**src/rtl/snake_pkg.sv**
```systemverilog
`default_nettype none
// ============================================================================
// Module : snake_pkg
// Brief  : Grid constants, placer state encoding and bounds helper.
// Rev    : 1.0
// ============================================================================
package snake_pkg;

   localparam int unsigned C_MAX_X     = 160;
   localparam int unsigned C_MAX_Y     = 120;
   localparam int unsigned C_X_W       = 8;
   localparam int unsigned C_Y_W       = 7;
   localparam int unsigned C_RND_W     = C_X_W + C_Y_W;
   localparam int unsigned C_RND_X_MSB = 14;
   localparam int unsigned C_RND_X_LSB = 7;
   localparam int unsigned C_RND_Y_MSB = 6;
   localparam int unsigned C_RND_Y_LSB = 0;
   localparam int unsigned C_RETRY_W   = 4;

   typedef enum logic [2:0] {
      REQ      = 3'd0,
      BOUNDS   = 3'd1,
      OCC_WAIT = 3'd2,
      RETRY    = 3'd3,
      ARMED    = 3'd4
   } placer_state_t;

   // Unsigned compare at full width, so 0 is always a legal coordinate.
   function automatic logic in_bounds(input logic [C_X_W-1:0] x,
                                      input logic [C_Y_W-1:0] y,
                                      input logic [C_X_W-1:0] max_x,
                                      input logic [C_Y_W-1:0] max_y);
      return (x < max_x) && (y < max_y);
   endfunction

endpackage
`default_nettype wire

```
**src/rtl/target_placer.sv**
```systemverilog
`default_nettype none
// ============================================================================
// Module : target_placer
// Brief  : Requests random targets, validates bounds/occupancy, detects eats.
// Rev    : 1.0
// ============================================================================
module target_placer
   import snake_pkg::*;
#(
   parameter int unsigned MAX_X       = C_MAX_X,
   parameter int unsigned MAX_Y       = C_MAX_Y,
   parameter int unsigned MAX_RETRIES = 15,
   parameter int unsigned DEFAULT_X   = 80,
   parameter int unsigned DEFAULT_Y   = 60
)(
   input  logic               CLK,
   input  logic               RESET,
   input  logic               TICK,
   input  logic [C_X_W-1:0]   HEAD_X,
   input  logic [C_Y_W-1:0]   HEAD_Y,
   input  logic [C_RND_W-1:0] RND_ADDR,
   output logic               TARGET_ATE,
   output logic               OCC_REQ,
   output logic [C_X_W-1:0]   OCC_X,
   output logic [C_Y_W-1:0]   OCC_Y,
   input  logic               OCC_ACK,
   input  logic               OCC_HIT,
   output logic [C_X_W-1:0]   TARGET_X,
   output logic [C_Y_W-1:0]   TARGET_Y,
   output logic               TARGET_VALID,
   output logic               SCORE_INC
);

   localparam logic [C_X_W-1:0]     c_max_x       = C_X_W'(MAX_X);
   localparam logic [C_Y_W-1:0]     c_max_y       = C_Y_W'(MAX_Y);
   localparam logic [C_X_W-1:0]     c_default_x   = C_X_W'(DEFAULT_X);
   localparam logic [C_Y_W-1:0]     c_default_y   = C_Y_W'(DEFAULT_Y);
   localparam logic [C_RETRY_W-1:0] c_max_retries = C_RETRY_W'(MAX_RETRIES);

   placer_state_t          r_state;
   logic [C_X_W-1:0]       r_cand_x;
   logic [C_Y_W-1:0]       r_cand_y;
   logic [C_X_W-1:0]       r_target_x;
   logic [C_Y_W-1:0]       r_target_y;
   logic                   r_target_valid;
   logic                   r_score_inc;
   logic [C_RETRY_W-1:0]   r_retry_cnt;

   always_ff @(posedge CLK) begin
      if (RESET) begin
         r_state        <= REQ;
         r_cand_x       <= '0;
         r_cand_y       <= '0;
         r_target_x     <= c_default_x;
         r_target_y     <= c_default_y;
         r_target_valid <= 1'b0;
         r_score_inc    <= 1'b0;
         r_retry_cnt    <= '0;
      end else begin
         r_score_inc <= 1'b0;
         case (r_state)
            REQ: begin
               r_cand_x <= RND_ADDR[C_RND_X_MSB:C_RND_X_LSB];
               r_cand_y <= RND_ADDR[C_RND_Y_MSB:C_RND_Y_LSB];
               r_state  <= BOUNDS;
            end
            BOUNDS: begin
               r_state <= in_bounds(r_cand_x, r_cand_y, c_max_x, c_max_y)
                          ? OCC_WAIT : RETRY;
            end
            OCC_WAIT: begin
               if (OCC_ACK) begin
                  if (OCC_HIT) begin
                     r_state <= RETRY;
                  end else begin
                     r_target_x     <= r_cand_x;
                     r_target_y     <= r_cand_y;
                     r_target_valid <= 1'b1;
                     r_retry_cnt    <= '0;
                     r_state        <= ARMED;
                  end
               end
            end
            RETRY: begin
               // Fallback cell is trusted without an occupancy query.
               if (r_retry_cnt == c_max_retries) begin
                  r_target_x     <= c_default_x;
                  r_target_y     <= c_default_y;
                  r_target_valid <= 1'b1;
                  r_retry_cnt    <= '0;
                  r_state        <= ARMED;
               end else begin
                  r_retry_cnt <= r_retry_cnt + 1'b1;
                  r_state     <= REQ;
               end
            end
            ARMED: begin
               if (TICK && (HEAD_X == r_target_x) && (HEAD_Y == r_target_y)) begin
                  r_score_inc    <= 1'b1;
                  r_target_valid <= 1'b0;
                  r_state        <= REQ;
               end
            end
            default: r_state <= REQ;
         endcase
      end
   end

   // Gated by RESET so no request leaks out while reset is held in REQ.
   assign TARGET_ATE   = (r_state == REQ) && !RESET;
   assign OCC_REQ      = (r_state == OCC_WAIT);
   assign OCC_X        = r_cand_x;
   assign OCC_Y        = r_cand_y;
   assign TARGET_X     = r_target_x;
   assign TARGET_Y     = r_target_y;
   assign TARGET_VALID = r_target_valid;
   assign SCORE_INC    = r_score_inc;

endmodule
`default_nettype wire

```
**config.mk**
```make
export PLATFORM = sky130hd
export DESIGN_NAME = target_placer
export DESIGN_NICKNAME = d
export VERILOG_FILES = /design/src/rtl/snake_pkg.sv /design/src/rtl/target_placer.sv
export SDC_FILE = /design/constraint.sdc
export NUM_CORES = 1
export LEC_CHECK = 0
export ABC_CLOCK_PERIOD_IN_PS = 1800
export CAP_MARGIN = 40
export CORE_ASPECT_RATIO = 2
export CORE_MARGIN = 4
export CORE_UTILIZATION = 42
export CTS_CLUSTER_SIZE = 28
export DETAILED_ROUTE_END_ITERATION = 6
export PLACE_DENSITY = 0.82
export SYNTH_ARGS = -nofsm -noshare
export SYNTH_HDL_FRONTEND = slang
export SYNTH_SLANG_ARGS = --single-unit
export TNS_END_PERCENT = 50
```
**constraint.sdc**
```tcl
create_clock -name CLK -period 1.8 [get_ports CLK]
set_input_delay 0.36 -clock CLK [delete_from_list [all_inputs] [get_ports CLK]]
set_output_delay 0.36 -clock CLK [all_outputs]
set_load 0.02 [all_outputs]
```
==> flow_summary.yaml <==
layout:
  num-nets-final: 291
  seqCellArea_sq_um: 781
  area_used_by_multi_input_combinational_logic_sq_um: 805
  flow.area_growth_from_synthesis_pct: 53.9
  final_layout_size_suffix_gt1_frac: 0.109
  antenna-diode-count: 0
  fin_util: 0.679
  layout.filler_cells: 297
setup_path:
  crit_arrival_ns: 1.38
  setup.worst_path.class: "flip-flop to output port"
  setup.worst_path.end_class: "output port"
  setup.reg_to_reg.worst_slack_ns: 0.22
  critPathMaxFanout: 2
  startpoint_type: "flip-flop"
  crit_required_ns: 1.44
synthesis:
  syn_area_per_cell_sq_um: 9.18
  ys_types: 36
  fraction_of_synthesis_flops_using_an_asynchronous_set_or_reset_pin: 0
  main_combinational_cell_family_by_area_after_synthesis: "compound AO/OA/AOI/OAI gates"
  synth_top_cell_area_share: 0.480
  synth_compound_area_frac: 0.198
  top_reg_cell_synth: "dfxtp_1"
  synth_sequential_area_ratio: 0.480
  syn_inst_count: 177
  ys_seq_elements: 39
  number_of_synthesized_flops_with_an_enable_pin: 0
  synth_xor_xnor_area_share: 0.0916
  synthAdderAreaFrac: 0.00770
  netlist_area_sq_um: 1630
  synthTopCellsByArea: "dfxtp_1, xnor2_1, nand2_1"
  muxShareOfSynthArea: 0.0131
  simple_gate_fraction_of_synth_area: 0.180
  synth_area_leader_cell: "dfxtp_1"
  syn_nets: 213
  yosysWarnings: 0
cts:
  numCtsBuffers: 5
  cts_sinks: 39
  clkTransAtPathRegs_ns: 0.07
  cts.htree.levels: 2
  source_to_sink_clock_delay_at_the_later_pin_of_the_worst_skew_pair_ns: 0.28
  clock_path_buffers: 2
  ctsHoldBuffers: 0
  post_cts_resized: 5
  ctsRootBufferMaster: "clkbuf_8"
  cts_tree: "yes"
  postCtsSetupRepairBufs: 0
die:
  core-area_sq_um: 3680
  dieArea_sq_um: 4990
  io_pins: 69
  initial_core_utilization: 0.441
  die-height_um: 96.0
  width_of_the_die_um: 52.0
  placementRows: 31
global_route:
  grt_pass1_wl_um: 7150
  grt_max_degree: 25
  grt_antenna_before_repair: 0
  globalRouteTotalUtil: 0.194
  grt_overflow: 0
  number_of_global_route_vias_before_repair: 1599
power:
  static-leakage-power_uw: 0.000918
  share_comb_of_total_power: 0.277
  register_share_of_total_power: 0.466
  p_total_uw: 2130
  ir_worst_vdd_v: 0.000644
  total_switching_power_uw: 634
  power_density_nw_per_um2: 853
  cell_internal_pwr_uw: 1500
  power.switching_fraction: 0.297
  p_clk_frac: 0.258
sta:
  final_critical_path_setup_slack_ns: 0.0602
  fin_skew_ns: 0.00502
  setup_total_negative_slack_ns: 0
  report.final.setup_viol: 0
  tightest_slew_ns: 0.470
  period_needed_ns: 1.74
  max-slew-margin-rel: 0.687
  crit_share_post_route: 0.967
  maxSlewViolCount: 0
  finalHoldViolations: 0
  fmax_ghz: 0.575
  grt_setup_unrepaired: "false"
routing:
  route.detailed.drc: 0
  drt_first_iter_violations: 43
  drt-vias-per-instance: 5.20
  ant_nets: 0
  firstDrtPassIters: 6
  routed_wire_length_per_instance_um: 15.4
  num_vias: 1587
  detail_route.wirelength_um: 4690
hold_path:
  timing.hold.worst.class: "flip-flop to flip-flop"
placed_design:
  buffer_ports.inserted: 68
  place.gp.congestion: 0.967
  pre_cts_slack_ns: -0.139
  hpwlAfterDp_um: 3650
run:
  maxCapViolCount: 0
status:
  outcome: "finished clean"
worst max-delay path, cell delays in order (launching register included):
cell,delay [ns]
dfxtp_1,0.31
or3_2,0.49
nor2_2,0.12
buf_2,0.17
layout by cell type, fill, tap and decap left out, types with 5 or more instances in the layout:
cell type,instances
xnor2_1,17
o22a_1,6
nand2_1,32
dfxtp_1,39
a21oi_1,20
nand4_1,5
buf_4,12
nor2_1,6
clkbuf_8,5
clkdlybuf4s50_1,66
a22o_1,9
layout make-up:
class | instances | area share
clock buffers | 7 | 0.0305
inverters | 2 | 0.00300
repair buffers | 80 | 0.306
multi-input cells | 127 | 0.322
clock inverters | 1 | 0.00200
well taps | 49 | 0.0245
flip-flops and latches | 39 | 0.312
synth_stat cells (2+ instances only):
cell type  count
a21o_1         2
a21oi_1       20
a22o_1         9
buf_2          5
clkbuf_1       4
dfxtp_1       39
inv_1          2
nand2_1       32
nand3_1        2
nand4_1        5
nor2_1         7
nor2b_1        2
nor3_1         3
o21ai_0        2
o22a_1         6
xnor2_1       17
state kept, by name, indices dropped and copies added (netlist names):
register,flops
r_retry_cnt,4
TARGET_X,8
OCC_Y,7
SCORE_INC,1
OCC_X,8
TARGET_Y,7
r_state,3
TARGET_VALID,1
worst paths after layout:
| path | cells after the start | from | endpoint |
|---|---|---|---|
| min | 2 | OCC_X[1] | OCC_X[1] |
| max reg2reg | 5 | r_state[0] | TARGET_X[4] |
| min reg2reg | 2 | OCC_X[1] | OCC_X[1] |
| max | 3 | r_state[0] | TARGET_ATE |
logic make-up (layout without fill, tap and decap cells):
family                     count (synthesis)  count (layout)
AOI/OAI and AO/OA                         47              47
DFF                                       39              39
xor gates and xnor gates                  17              17
and+or+nand+nor                           60              60
adders and majority gates                  1               1
muxes                                      2               2
buffers and inverters                     11              90
stage by stage:
stage	area [sq um]	hold WS (ns)	instances
after floorplan	1630	0.471	177
after global placement	2420	0.455	297
after detailed placement	2420	0.462	297
after CTS	2500	0.472	305
after global routing	2500	0.499	305
final	2500	0.472	305
layer usage:
| metal | wire length (um) | track usage | vias to the layer above |
|---|---|---|---|
| met2 | 2580 | 0.349 | 64 |
| met4 | 155 | 0.127 | 0 |
| met1 | 1700 | 0.195 | 734 |
| met5 | 0 | 0 | - |
| li1 | - | - | 779 |
| met3 | 255 | 0.0372 | 10 |
power by group through the flow:
stage                     logic [uW]  registers [uW]  clock network (uW)
after floorplan                  233            1080                   0
after global placement           587            1010                   0
after detailed placement         596            1010                   0
after CTS                        595             995                 563
after global routing             634            1000                 598
final                            590             994                 550
(Power assumes the default switching activity.)
